File: config.mk
export PLATFORM = sky130hd
export DESIGN_NAME = bp_cac_multi_io_bridge
export DESIGN_NICKNAME = d
export VERILOG_FILES = /design/src/rtl/bp_cac_pkg.sv /design/src/rtl/bp_cac_rr_arb.sv /design/src/rtl/bp_cac_multi_io_bridge.sv
export SDC_FILE = /design/constraint.sdc
export NUM_CORES = 1
export LEC_CHECK = 0
export BUFFER_PORTS_ARGS = -buffer_cell sky130_fd_sc_hd__buf_2
export CAP_MARGIN = 20
export CORE_AREA = 2 2 511 513
export DETAILED_ROUTE_END_ITERATION = 7
export DIE_AREA = 0 0 513 515
export PLACE_DENSITY_LB_ADDON = 0.12
export SLEW_MARGIN = 20
export SYNTH_ARGS = -nofsm -noshare
export SYNTH_HDL_FRONTEND = slang
export SYNTH_SLANG_ARGS = --single-unit
File: constraint.sdc
create_clock -name clk_i -period 12.2 [get_ports clk_i]
set_input_delay 2.44 -clock clk_i [delete_from_list [all_inputs] [get_ports clk_i]]
set_output_delay 2.44 -clock clk_i [all_outputs]
set_load 0.005 [all_outputs]
File: src/rtl/bp_cac_pkg.sv
// Shared types and helpers for the accelerator-socket fan-out bridge.
package bp_cac_pkg;

  typedef enum logic [1:0] {
    e_cac_br_empty = 2'd0,
    e_cac_br_hold  = 2'd1,
    e_cac_br_err   = 2'd2
  } cac_br_state_e;

  // One bit of a locally generated error response: the command bit, with the
  // error flag position forced high.
  function automatic logic cac_err_resp_bit(input logic        cmd_bit,
                                            input int unsigned pos,
                                            input int unsigned err_bit);
    return cmd_bit | (pos == err_bit);
  endfunction

endpackage

File: src/rtl/bp_cac_rr_arb.sv
// Combinational N-way round-robin arbiter; override suppresses every grant so
// an external requester (the local error slot) can take the cycle.
module bp_cac_rr_arb
  import bp_cac_pkg::*;
#(
  parameter int num_p = 4,
  parameter int idx_w = (num_p > 1) ? $clog2(num_p) : 1
) (
  input  logic [num_p-1:0] req,
  input  logic [idx_w-1:0] ptr,
  input  logic             override,
  output logic [num_p-1:0] grant
);

  logic found;
  int   idx;

  always_comb begin
    grant = '0;
    found = 1'b0;
    idx   = 0;
    if (!override) begin
      for (int i = 0; i < num_p; i++) begin
        idx = (int'(ptr) + i) % num_p;
        if (!found && req[idx]) begin
          grant[idx] = 1'b1;
          found      = 1'b1;
        end
      end
    end
  end

endmodule

File: src/rtl/bp_cac_multi_io_bridge.sv
// Fans socket IO commands out to num_accel_p accelerators by address select and
// merges their responses back round-robin, with per-channel in-flight limits.
module bp_cac_multi_io_bridge
  import bp_cac_pkg::*;
#(
  parameter int num_accel_p       = 4,
  parameter int cmd_width_p       = 128,
  parameter int resp_width_p      = 128,
  parameter int sel_lsb_p         = 20,
  parameter int sel_width_p       = 4,
  parameter int max_outstanding_p = 4,
  parameter int err_bit_p         = 0,
  localparam int cnt_w            = $clog2(max_outstanding_p + 1)
) (
  input  logic                                clk_i,
  input  logic                                reset_n_i,
  input  logic [cmd_width_p-1:0]              io_cmd_i,
  input  logic                                io_cmd_v_i,
  output logic                                io_cmd_ready_o,
  output logic [resp_width_p-1:0]             io_resp_o,
  output logic                                io_resp_v_o,
  input  logic                                io_resp_yumi_i,
  output logic [num_accel_p*cmd_width_p-1:0]  acc_cmd_o,
  output logic [num_accel_p-1:0]              acc_cmd_v_o,
  input  logic [num_accel_p-1:0]              acc_cmd_ready_i,
  input  logic [num_accel_p*resp_width_p-1:0] acc_resp_i,
  input  logic [num_accel_p-1:0]              acc_resp_v_i,
  output logic [num_accel_p-1:0]              acc_resp_yumi_o,
  output logic [num_accel_p*cnt_w-1:0]        outstanding_o
);

  localparam int idx_w = (num_accel_p > 1) ? $clog2(num_accel_p) : 1;

  cac_br_state_e           state_r, state_n;
  logic [cmd_width_p-1:0]  cmd_p0;
  logic [sel_width_p-1:0]  sel_p0, sel_in;
  logic [cnt_w-1:0]        cnt_r [num_accel_p];
  logic [cnt_w-1:0]        cnt_sel;
  logic [idx_w-1:0]        rr_r, rr_n;
  logic [num_accel_p-1:0]  sel_oh, grant, inc, dec;
  logic [resp_width_p-1:0] err_resp, win_resp;
  logic                    sel_in_ok, hold_v, dispatch, accept, err_pend;

  assign sel_in    = io_cmd_i[sel_lsb_p +: sel_width_p];
  assign sel_in_ok = int'(sel_in) < num_accel_p;

  always_comb begin
    sel_oh  = '0;
    cnt_sel = '0;
    for (int g = 0; g < num_accel_p; g++) begin
      if (int'(sel_p0) == g) begin
        sel_oh[g] = 1'b1;
        cnt_sel   = cnt_r[g];
      end
    end
  end

  // Buffer FSM outputs; everything handshake-related is held low in reset.
  always_comb begin
    hold_v         = reset_n_i && (state_r == e_cac_br_hold) &&
                     (int'(cnt_sel) < max_outstanding_p);
    dispatch       = hold_v && |(sel_oh & acc_cmd_ready_i);
    acc_cmd_v_o    = hold_v ? sel_oh : '0;
    io_cmd_ready_o = reset_n_i && ((state_r == e_cac_br_empty) || dispatch);
    err_pend       = reset_n_i && (state_r == e_cac_br_err);
  end

  assign accept = io_cmd_v_i && io_cmd_ready_o;

  always_comb begin
    state_n = state_r;
    unique case (state_r)
      e_cac_br_empty, e_cac_br_hold: begin
        if (accept)        state_n = sel_in_ok ? e_cac_br_hold : e_cac_br_err;
        else if (dispatch) state_n = e_cac_br_empty;
      end
      e_cac_br_err:    if (io_resp_yumi_i) state_n = e_cac_br_empty;
      default:         state_n = e_cac_br_empty;
    endcase
  end

  always_ff @(posedge clk_i) begin
    if (!reset_n_i) state_r <= e_cac_br_empty;
    else            state_r <= state_n;
  end

  // Stage p0: the one-entry command buffer (data only, validity lives in state_r).
  always_ff @(posedge clk_i) begin
    if (accept) begin
      cmd_p0 <= io_cmd_i;
      sel_p0 <= sel_in;
    end
  end

  assign acc_cmd_o = {num_accel_p{cmd_p0}};

  always_comb begin
    err_resp = '0;
    for (int b = 0; b < resp_width_p; b++)
      err_resp[b] = cac_err_resp_bit(cmd_p0[b], b, err_bit_p);
  end

  bp_cac_rr_arb #(
    .num_p    (num_accel_p),
    .idx_w    (idx_w)
  ) u_arb (
    .req      (acc_resp_v_i),
    .ptr      (rr_r),
    .override (err_pend),
    .grant    (grant)
  );

  always_comb begin
    win_resp = '0;
    for (int g = 0; g < num_accel_p; g++)
      if (grant[g]) win_resp = acc_resp_i[g*resp_width_p +: resp_width_p];
  end

  assign io_resp_o       = err_pend ? err_resp : win_resp;
  assign io_resp_v_o     = reset_n_i && (err_pend || (|acc_resp_v_i));
  assign acc_resp_yumi_o = (reset_n_i && io_resp_yumi_i && !err_pend) ? grant : '0;

  always_comb begin
    rr_n = rr_r;
    for (int g = 0; g < num_accel_p; g++)
      if (acc_resp_yumi_o[g]) rr_n = idx_w'((g + 1) % num_accel_p);
  end

  assign inc = dispatch ? sel_oh : '0;
  assign dec = acc_resp_yumi_o;

  // Counters saturate in hardware; the illegal cases are flagged below.
  always_ff @(posedge clk_i) begin
    if (!reset_n_i) begin
      rr_r <= '0;
      for (int g = 0; g < num_accel_p; g++) cnt_r[g] <= '0;
    end else begin
      rr_r <= rr_n;
      for (int g = 0; g < num_accel_p; g++) begin
        if (inc[g] && !dec[g] && (int'(cnt_r[g]) < max_outstanding_p))
          cnt_r[g] <= cnt_r[g] + 1'b1;
        else if (dec[g] && !inc[g] && (cnt_r[g] != '0))
          cnt_r[g] <= cnt_r[g] - 1'b1;
      end
    end
  end

  for (genvar g = 0; g < num_accel_p; g++) begin : g_out
    assign outstanding_o[g*cnt_w +: cnt_w] = cnt_r[g];

    a_no_underflow: assert property (@(posedge clk_i) disable iff (!reset_n_i)
      !(dec[g] && !inc[g] && (cnt_r[g] == '0)));
    a_no_overflow: assert property (@(posedge clk_i) disable iff (!reset_n_i)
      !(inc[g] && !dec[g] && (int'(cnt_r[g]) >= max_outstanding_p)));
  end

  a_yumi_needs_valid: assert property (@(posedge clk_i) disable iff (!reset_n_i)
    !(io_resp_yumi_i && !io_resp_v_o));

endmodule

==> metrics.txt, run 1 <==
Global Route Usage Sum=11.6%; CTS tree=yes; Main synth FF type=edfxtp_1; Syn Std Cell Area=14200 sq um; Pleak=0.00927 uW; TritonRoute pass-1 iters=5; Post-Syn Instances=1666; Fillers=30300; synth unique cells=69; Avg Cell Area, Syn=8.50 sq um; GRT Residual Overflow=0; PortBufs=1313; vias in the first global route=17300; total wire length=161000 um; top cells by count, synth=390 x buf_4, 144 x nor2_1, 140 x edfxtp_1; Yosys reg bits=144; clock root buffer=clkbuf_16; utilization after layout=8.80%; Routed Antenna Nets=0; number of I/O pins=1314; post-CTS setup buffers=0; DR iter-0 viols=978; reg2reg end=cnt_r[2][2]; DR vias/cell=2.95; Worst-Skew Late Latency=570 ps; nets=3184; Reg clk slew, reported paths=60 ps; hold buffers post-CTS=0; Final GP Congestion=0.756; syn_nets=2332; Slew @ Worst Pin=1110 ps; initial cell density of the core=5.48%; share of the synthesized area in the top cell type=29.7%; Final Hold Viols=0; Die Y=515 um; skew final=32.2 ps; status=finished clean; final non-filler cell total=5951; clk sinks=144; Crit. End Element=output pin; FF-to-FF path depth=13; Worst VDD drop=0.0685 mV; TritonCTS buffer count=21; Reg area=4280 sq um; DP Cell Count=5897; Hold Path Sink=state_r[0]; via count=17500; min-delay src=state_r[0]; largest area contributor in the netlist=edfxtp_1; Post-synth EDFFs=140; area of the multi-input gates=6380 sq um; TNS Setup=0 ps; fraction of layout cells with a size suffix above 1=56.5%; max_slew headroom=26.0%; Resized Gates After CTS=0; Die X=513 um; Max FO, Critical Path=65; Critical Path RT=9760 ps; Rows=187; top-count cell post-synth=buf_4; Max Cap Viol=0; first-pass GRT wire length=199000 um; Clock Tree Buf Depth=3; post-layout minimum cycle time=9060 ps; RSZ-0062 raised after global routing=no; hold path cells=2; # setup viols final=0; Syn. warnings=0; Tot Pwr=3040 uW; fin crit share=74.3%; antenna violations before repair=81; Hold Crit Class=reg -> reg; Fmax achieved=110 MHz; H-tree depth=4; Layout area overhead=60.6%; Slew Limit Fails=0; worst reg2reg startpoint=rr_r[0]; largest net degree at the start of global routing=100; Seq/Total Area, Yosys=30.3%; core area=259000 sq um; kind of critical path=in -> out; wire per inst=27.0 um; P per Cell Area=134 nW/um^2; die area=264000 sq um; Area contributors post-synth=edfxtp_1 30%, buf_4 21%, a21boi_0 5.7%; residual DRC count=0; CP Launch Type=input pin; async set or reset register ratio after synthesis=0%; Worst Path Arrival=6620 ps; HPWL after DPL=132000 um; FF-to-FF setup slack=6700 ps
[per-stage QoR]
step	worst slack (ps)	cell area [sq um]	hold WS, ps
after floorplan	5280	14200	468
after global placement	2710	22000	524
after detailed placement	2750	22100	512
after CTS	2740	22700	524
after global routing	2870	22700	574
final	3140	22700	527
[report_power, final]
group / switching (uW) / internal [uW]
clock: 327 / 317
combinational: 1200 / 565
sequential: 57.7 / 574
total: 1590 / 1460
[layer usage]
metal	routed length, um	part of all wire [%]	vias to the layer above	GRT usage [%]
met5	378	0.24	-	0
met1	62700	39	8668	13.1
met3	11200	7.0	157	3.04
li1	-	-	7580	-
met2	82700	51	1065	21.3
met4	3700	2.3	56	2.92
[state kept, by name, summed over array words and instances (netlist names)]
register	count
cnt_r	12
rr_r	2
state_r	2
cmd_p0	128
[layout make-up]
class                   instances  area share, %
diodes                         22          0.242
flip-flops and latches        144           18.8
clock inverters                 6          0.138
well taps                    3402           18.7
repair buffers               1369           31.3
clock buffers                  26           2.39
inverters                      16          0.264
multi-input cells             966           28.1
[critical path, cell delays in order]
cell	delay, ps
buf_2	250
nor3_1	80
and3_1	270
or3_1	490
a221oi_4	480
buf_4	380
buf_4	810
o21ai_0	380
o22ai_1	640
buf_2	240
[logic make-up after synthesis]
| group | after synthesis | synth area share, % |
|---|---|---|
| flip-flops | 144 | 30.3 |
| AO/OA/AOI/OAI | 630 | 31.3 |
| buffers and inverters | 556 | 25.8 |
| multiplexers | 15 | 1.52 |
| adder cells (fa/ha/maj) | 14 | 1.40 |
| AND/OR/NAND/NOR | 306 | 9.71 |
| XOR/XNOR | 1 | 0.0619 |
[cell usage in the layout (no fill, tap or decap), types with 55 or more instances in the layout]
master    synthesis  layout
buf_2            32    1313
nor2_1          144     142
edfxtp_1        140     140
a21boi_0        107     107
a21oi_1          86      86
o21ai_0          81      81
o22ai_1          80      79
a311oi_1         79      79
nand3_1          55      55
nand2_1          56      55
[worst max-delay path by stage]
stage | end | startpoint | slack (ps)
floorplan | io_resp_o[103] | acc_resp_v_i[1] | 5280
CTS | io_resp_o[4] | acc_resp_v_i[1] | 2740
detailed placement | io_resp_o[4] | acc_resp_v_i[1] | 2750
global route | io_resp_o[4] | acc_resp_v_i[0] | 2870
finish | io_resp_o[4] | acc_resp_v_i[1] | 3140
global placement | io_resp_o[5] | acc_resp_v_i[3] | 2710
Note: power is estimated with default switching activity, not from simulation.
==> inputs of run 2 (changes only) <==
Settings changed: ABC_AREA set to 1, CORE_AREA 2 2 511 513 to 2 2 512 514, DIE_AREA 0 0 513 515 to 0 0 514 516.
Clock period 12.2 ns to 7.5 ns, I/O delays scaled along.
==> run 2 against run 1 <==
  * Final area increased by 6.9%
  * Final cell count grew 12%
  * Routed wire length increased by 14%
  * Synthesized area rose by 11%
  * Worst hold slack got worse by 2.5 ps
  * Core utilization is 0.58 points higher
  * Non-clock buffer count down 9
  * Synthesized cell count rose by 42%
==> metrics.txt, run 2 <==
total wire length=183000 um (+14%); TritonCTS buffer count=25 (+19%); CP Launch Type=register; met3 WL=18000 um (+61%); metal2 WL=83900 um (+1.6%); largest net degree at the start of global routing=84 (-16%); Resized Gates After CTS=0 (unchanged); Max Cap Viol=0 (unchanged); Critical Path RT=6000 ps (-3760 ps); Worst-Skew Late Latency=580 ps (about the same); hold_ws=525 ps (-2.55 ps); biggest registers after layout=cmd_p0 x128, cnt_r x12; Pleak=0.0117 uW (+26%); Worst Path Arrival=4860 ps (-1760 ps); min-delay src=state_r[1]; Main synth FF type=edfxtp_1; top cells by count, synth=692 x nand2_1, 401 x buf_4, 392 x nand3_1; Seq/Total Area, Yosys=27.2% (-3.1 points); Layout area overhead=54.0%; Switching Share=64.3% (+12 points); kind of critical path=reg -> out; post-synthesis xor/xnor area fraction=0.222% (+0.16 points); Synth Area in Compound Gates=7.32% (-24 points); TritonRoute pass-1 iters=7 (+2); Rows=187 (unchanged); DR vias/cell=3.01 (+2.0%); Crit. End Element=output pin; first-pass GRT wire length=226000 um (+14%); FF-to-FF path depth=17 (+4); Clock Tree Buf Depth=3 (unchanged); Fillers=30900 (+2.0%); reg2reg end=cnt_r[1][2]; syn_nets=3030 (+30%); fin crit share=84.8%; Max FO, Critical Path=50 (-23%); H-tree depth=4 (unchanged); top-count cell post-synth=nand2_1; slowest stage cell, crit path=dfxtp_1; antenna violations before repair=157 (+94%); residual DRC count=0 (unchanged); RSZ-0062 raised after global routing=no; largest area contributor in the netlist=edfxtp_1; Final GP Congestion=0.789 (+4.5%); die area=265000 sq um (+0.39%); Routed Antenna Nets=0 (unchanged); HPWL after DPL=154000 um (+17%); number of I/O pins=1314 (unchanged); Post-synth EDFFs=140 (unchanged); slowest stage delay, CP=720 ps (-90 ps); clk sinks=144 (unchanged); Met1 Wirelength=77200 um (+23%); dpl ws=1130 ps (-1620 ps); status=finished clean; post-CTS setup buffers=0 (unchanged); async set or reset register ratio after synthesis=0% (unchanged); TNS Setup=0 ps (unchanged); CTS tree=yes; Yosys reg bits=144 (unchanged); Internal Power=4060 uW (+180%); Largest register FFs=128 (unchanged); clock power share=10.6% (-11 points); Hold Crit Class=reg -> reg; fraction of layout cells with a size suffix above 1=44.2% (-12 points); max_slew headroom=33.7% (+7.7 points); Die Y=516 um (+0.19%); nets=3879 (+22%); Hold Path Sink=state_r[1]; Top Metal Used=met5; core area=259000 sq um (+0.27%); P per Cell Area=468 nW/um^2 (+250%); Global Route Usage Sum=13.1% (+1.6 points); # setup viols final=0 (unchanged); initial cell density of the core=6.09% (+0.61 points); mux contribution to synthesized area=0% (-1.5 points); DR iter-0 viols=1143 (+17%); hold path cells=2 (unchanged); Post-Syn Instances=2364 (+42%); share of the synthesized area in the top cell type=26.6% (-3.0 points); Largest Register=cmd_p0; PortBufs=1313 (unchanged); Fmax achieved=157 MHz; Comb pwr share=80.0% (+22 points); synth unique cells=38 (-45%); simple-gate share of the synthesized area=36.5% (+27 points); hold buffers post-CTS=0 (unchanged); most common cell after layout, fill and taps aside=buf_2; final worst slack=1140 ps (-2000 ps); post-layout minimum cycle time=6360 ps; highest-count cells in the layout ignoring fill and taps=1313 x buf_2, 692 x nand2_1, 392 x nand3_1, 159 x inv_1, 140 x edfxtp_1; via count=20000 (+14%); Slew @ Worst Pin=992 ps (-117 ps); CP most frequent cell=nand2_1; largest family of logic cells by synthesized area=simple AND/OR/NAND/NOR gates; wire per inst=27.4 um (+1.4%); WP buf/inv=4 (unchanged); Die X=514 um (+0.19%); Avg Cell Area, Syn=6.67 sq um (-21%); FF-to-FF setup slack=3270 ps (-3430 ps); crit-path cells=inv_4 > ha_1 > inv_1 > nand3_1 > nand2_1 > nand2_4 > nor2_4 > nand2_1 > nand3_2 > nand2_8 > buf_12 > o21ai_1 > nand2_1 > nand2_1 > nand2_1 > nand2_1 > buf_2; vias in the first global route=19900 (+15%); Syn. warnings=0 (unchanged); kind of cell adding the most delay to the critical path=simple AND/OR/NAND/NOR gates; Worst VDD drop=0.318 mV (+360%); adder-cell share of the synthesized area=1.25% (-0.14 points); GRT Residual Overflow=0 (unchanged); skew final=43.4 ps (+11.3 ps); Reg clk slew, reported paths=90 ps (+30 ps); Slew Limit Fails=0 (unchanged); Syn Std Cell Area=15800 sq um (+11%); Sequential Power Share=9.3% (-12 points); Final Hold Viols=0 (unchanged); Area contributors post-synth=edfxtp_1 27%, buf_4 19%, nand2_1 16%; clock root buffer=clkbuf_16; Switch Pwr=7320 uW (+360%); worst reg2reg startpoint=rr_r[0]
## run 2: changes by cell type after synthesis, moves of 104 or more
cell,change
nand2_1,+636
a21boi_0,-107
inv_1,+143
nand3_1,+337
o21ai_1,+104
## run 2: per-layer routing
layer / track usage [%] / up-vias
met5: 0 / -
met4: 1.90 / 116
met3: 5.55 / 262
met2: 21.8 / 1078
met1: 16.0 / 9566
li1: - / 9015
## run 2: per-stage QoR
step	instance area [sq um]	total power (uW)	cells	utilization [%]
CTS	24200	12100	6619	9.33
detailed placement	23500	10800	6588	9.06
floorplan	15800	5020	2364	-
global placement	23500	10900	6588	9.06
finish	24300	11400	6667	9.38
global route	24200	12500	6626	9.34
## run 2: layout make-up
| class | instances | area (sq um) | area share, % |
|---|---|---|---|
| Antenna cell | 48 | 120 | 0.494 |
| Clock buffer | 26 | 629 | 2.59 |
| Clock inverter | 5 | 55.1 | 0.227 |
| Inverter | 170 | 653 | 2.69 |
| Multi-Input combinational cell | 1512 | 7220 | 29.7 |
| Sequential cell | 144 | 4280 | 17.6 |
| Tap cell | 3402 | 4260 | 17.5 |
| Timing Repair Buffer | 1360 | 7090 | 29.2 |
## run 2: worst max-delay path by stage
stage                     from              to  cells past startpoint
4_1_cts                rr_r[0]  io_resp_o[111]                     16
2_1_floorplan        reset_n_i       cmd_p0[0]                      9
3_3_place_gp   acc_resp_v_i[2]  io_resp_o[123]                     15
3_5_place_dp   acc_resp_v_i[2]  io_resp_o[123]                     15
6_report               rr_r[0]  io_resp_o[127]                     17
5_1_grt                rr_r[0]  io_resp_o[123]                     15
## run 2: tightest hold or removal path, cell delays in order (launching register included)
cell	delay, ps
dfxtp_1	330
nand3_1	90
a21oi_1	60
## run 2: power by group through the flow
stage | clock network [uW] | registers, uW | logic (uW)
6_report | 1210 | 1060 | 9110
3_3_place_gp | 0 | 1080 | 9800
5_1_grt | 1320 | 1070 | 10100
3_5_place_dp | 0 | 1090 | 9700
4_1_cts | 1320 | 1070 | 9740
2_1_floorplan | 0 | 1010 | 4010
## run 2: logic make-up after synthesis
group | count (synthesis)
simple gates | 1296
buf+inv | 708
compound gates | 198
flops | 144
fa+ha+maj | 14
xor+xnor | 4
==> inputs of run 3 (changes only) <==
Settings changed: ABC_AREA 1 to 0, CORE_AREA 2 2 512 514 to 2 2 516 518, DIE_AREA 0 0 514 516 to 0 0 518 520.
Clock period 7.5 ns to 6.1 ns, I/O delays scaled along.
==> run 3 against run 2 <==
  * Non-clock buffer count grew 84
  * Sequential power up 20%
  * Global-route usage shrank 1.8 points
  * Setup slack worse by 870 ps
  * Critical path type unchanged
  * Clock skew increased by 8.4 ps
  * First-iteration DRC count decreased by 30%
  * Die area increased by 1.6%
  * Largest cell class is now non-clock buffers
  * Count of clock-buffer cells in the layout is 4 lower
  * Flip-flop and latch count did not move
  * Highest routed layer unchanged
  * Final area is 1.1% lower
==> metrics.txt, run 3 (synthesis gave the netlist of run 1 again) <==
clock root buffer=clkbuf_16; GRT Residual Overflow=0 (unchanged); Pleak=0.00981 uW (-16%); Layout area overhead=69.7%; Largest register FFs=128 (unchanged); total wire length=160000 um (-12%); Rows=189 (+1.1%); Final GP Congestion=0.813 (+3.0%); Worst Path Arrival=4610 ps (-250 ps); worst reg2reg startpoint=rr_r[1]; DR iter-0 viols=805 (-30%); Global Route Usage Sum=11.3% (-1.8 points); Crit. End Element=output pin; Die X=518 um (+0.78%); initial cell density of the core=5.37% (-0.72 points); largest net degree at the start of global routing=52 (-38%); vias in the first global route=17900 (-9.6%); Tot Pwr=6650 uW (-42%); Clock Tree Buf Depth=3 (unchanged); fin crit share=95.6%; Largest Register=cmd_p0; # setup viols final=0 (unchanged); via count=17700 (-12%); met3 WL=9120 um (-49%); Fmax achieved=172 MHz; TritonRoute pass-1 iters=5 (-2); core area=264000 sq um (+1.8%); Area after DPL=23200 sq um (-1.4%); nets=3259 (-16%); status=finished clean; FF-to-FF setup slack=1680 ps (-1590 ps); TritonCTS buffer count=21 (-16%); antenna violations before repair=62 (-61%); min-delay src=state_r[0]; Slew Limit Fails=0 (unchanged); Reg clk slew, reported paths=80 ps (about the same); Hold Crit Class=reg -> reg; clk sinks=144 (unchanged); kind of critical path=reg -> out; design area=24000 sq um (-1.1%); Routed Antenna Nets=0 (unchanged); P per Cell Area=277 nW/um^2 (-41%); first-pass GRT wire length=200000 um (-11%); hold buffers post-CTS=0 (unchanged); reg2reg end=cnt_r[0][2]; H-tree depth=4 (unchanged); max_slew headroom=32.7% (-1.0 points); Hold Path Sink=state_r[0]; wire per inst=26.0 um (-5.1%); CTS tree=yes; RSZ-0062 raised after global routing=no; Top Metal Used=met5; crit-path cells=inv_1 > ha_2 > mux2_2 > a221oi_1 > o32ai_1 > buf_4 > nor2_4 > buf_12 > buf_12 > a31oi_1 > o311ai_1 > buf_2; Die Y=520 um (+0.78%); Critical Path RT=4880 ps (-1120 ps); highest-count cells in the layout ignoring fill and taps=1308 x buf_2, 142 x nor2_1, 140 x edfxtp_1, 105 x a21boi_0, 102 x buf_4; number of I/O pins=1314 (unchanged); HPWL after DPL=135000 um (-12%); slowest stage delay, CP=580 ps (-140 ps); Max FO, Critical Path=40 (-20%); WP buf/inv=5 (+1); Slew @ Worst Pin=1010 ps (+17.4 ps); skew final=51.8 ps (+8.41 ps); kind of cell adding the most delay to the critical path=compound AO/OA/AOI/OAI gates; slowest stage cell, crit path=o311ai_1; Worst VDD drop=0.136 mV (-57%); FF-to-FF path depth=13 (-4); CP most frequent cell=buf_12; fraction of layout cells with a size suffix above 1=58.8% (+15 points); Max Cap Viol=0 (unchanged); DR vias/cell=2.88 (-4.3%); post-CTS setup buffers=0 (unchanged); Worst-Skew Late Latency=580 ps (about the same); residual DRC count=0 (unchanged); CP Launch Type=register; biggest registers after layout=cmd_p0 x128, cnt_r x12; most common cell after layout, fill and taps aside=buf_2; hold path cells=2 (unchanged); die area=269000 sq um (+1.6%); metal2 WL=87700 um (+4.4%); Met1 Wirelength=59100 um (-23%); Final Hold Viols=0 (unchanged); PortBufs=1313 (unchanged); post-layout minimum cycle time=5830 ps
run 3: cell count changes in the layout (fill, tap and decap cells not counted), sizes merged, moves of 79 or more:
cell,before,now
a21boi,0,127
a21oi,7,86
a311oi,0,79
buf,1360,1444
inv,170,18
nand2,702,56
nand3,395,55
o22ai,0,80
run 3: cell type report:
type / instances / area (sq um)
clock inverters: 11 / 118
flip-flops and latches: 144 / 4280
diodes: 18 / 45.0
well taps: 3533 / 4420
clock buffers: 22 / 529
inverters: 16 / 60.1
multi-input cells: 966 / 6590
repair buffers: 1444 / 7980
fillers: 31000 / 240000
run 3: worst max path at each step:
| stage | from | to | cells after the start |
|---|---|---|---|
| CTS | rr_r[1] | io_resp_o[18] | 11 |
| floorplan | reset_n_i | cmd_p0[0] | 5 |
| global route | rr_r[1] | io_resp_o[17] | 11 |
| finish | rr_r[1] | io_resp_o[55] | 12 |
| detailed placement | acc_resp_v_i[2] | io_resp_o[13] | 11 |
| global placement | acc_resp_v_i[2] | io_resp_o[25] | 10 |
run 3: metrics by stage:
step | worst slack, ps | instances | hold WS (ps) | TNS, ps | utilization (%)
after floorplan | 687 | 1666 | 468 | 0 | -
after global placement | -532 | 6101 | 500 | -2840 | 8.76
after detailed placement | 31.2 | 6103 | 505 | 0 | 8.78
after CTS | 4.45 | 6136 | 521 | 0 | 9.07
after global routing | 45.8 | 6141 | 586 | 0 | 9.09
final | 269 | 6154 | 520 | 0 | 9.11
run 3: worst reg2reg max path, stage by stage (launching register included):
cell and delay (ps):
dfxtp_1 480, inv_1 240, ha_2 390, or3b_1 420, a2111oi_4 460, or3_4 260, a221o_4 280, buf_12 210
buf_4 270, buf_4 180, nand4_1 230, fa_1 470, xnor2_1 190, mux2i_1 210
run 3: repair_timing:
item / in CTS / in global routing
endpoints found under the setup margin: 22 / 17
pin swaps: 1 / 1
endpoints found under the hold margin: 0 / 0
gates resized for setup: 19 / 7
run 3: metal layers:
layer | global-route usage (%) | vias to the layer above
met5 | 0 | -
li1 | - | 7722
met4 | 2.93 | 26
met1 | 12.0 | 8731
met3 | 2.36 | 161
met2 | 22.3 | 1064
run 3: power by group:
group	total [uW]	leakage [uW]	internal (uW)	switching (uW)
Combinational	4020	0.00814	1470	2540
Sequential	1270	0.00135	1150	124
Clock	1360	0.000317	721	641
Total	6650	0.00981	3340	3310
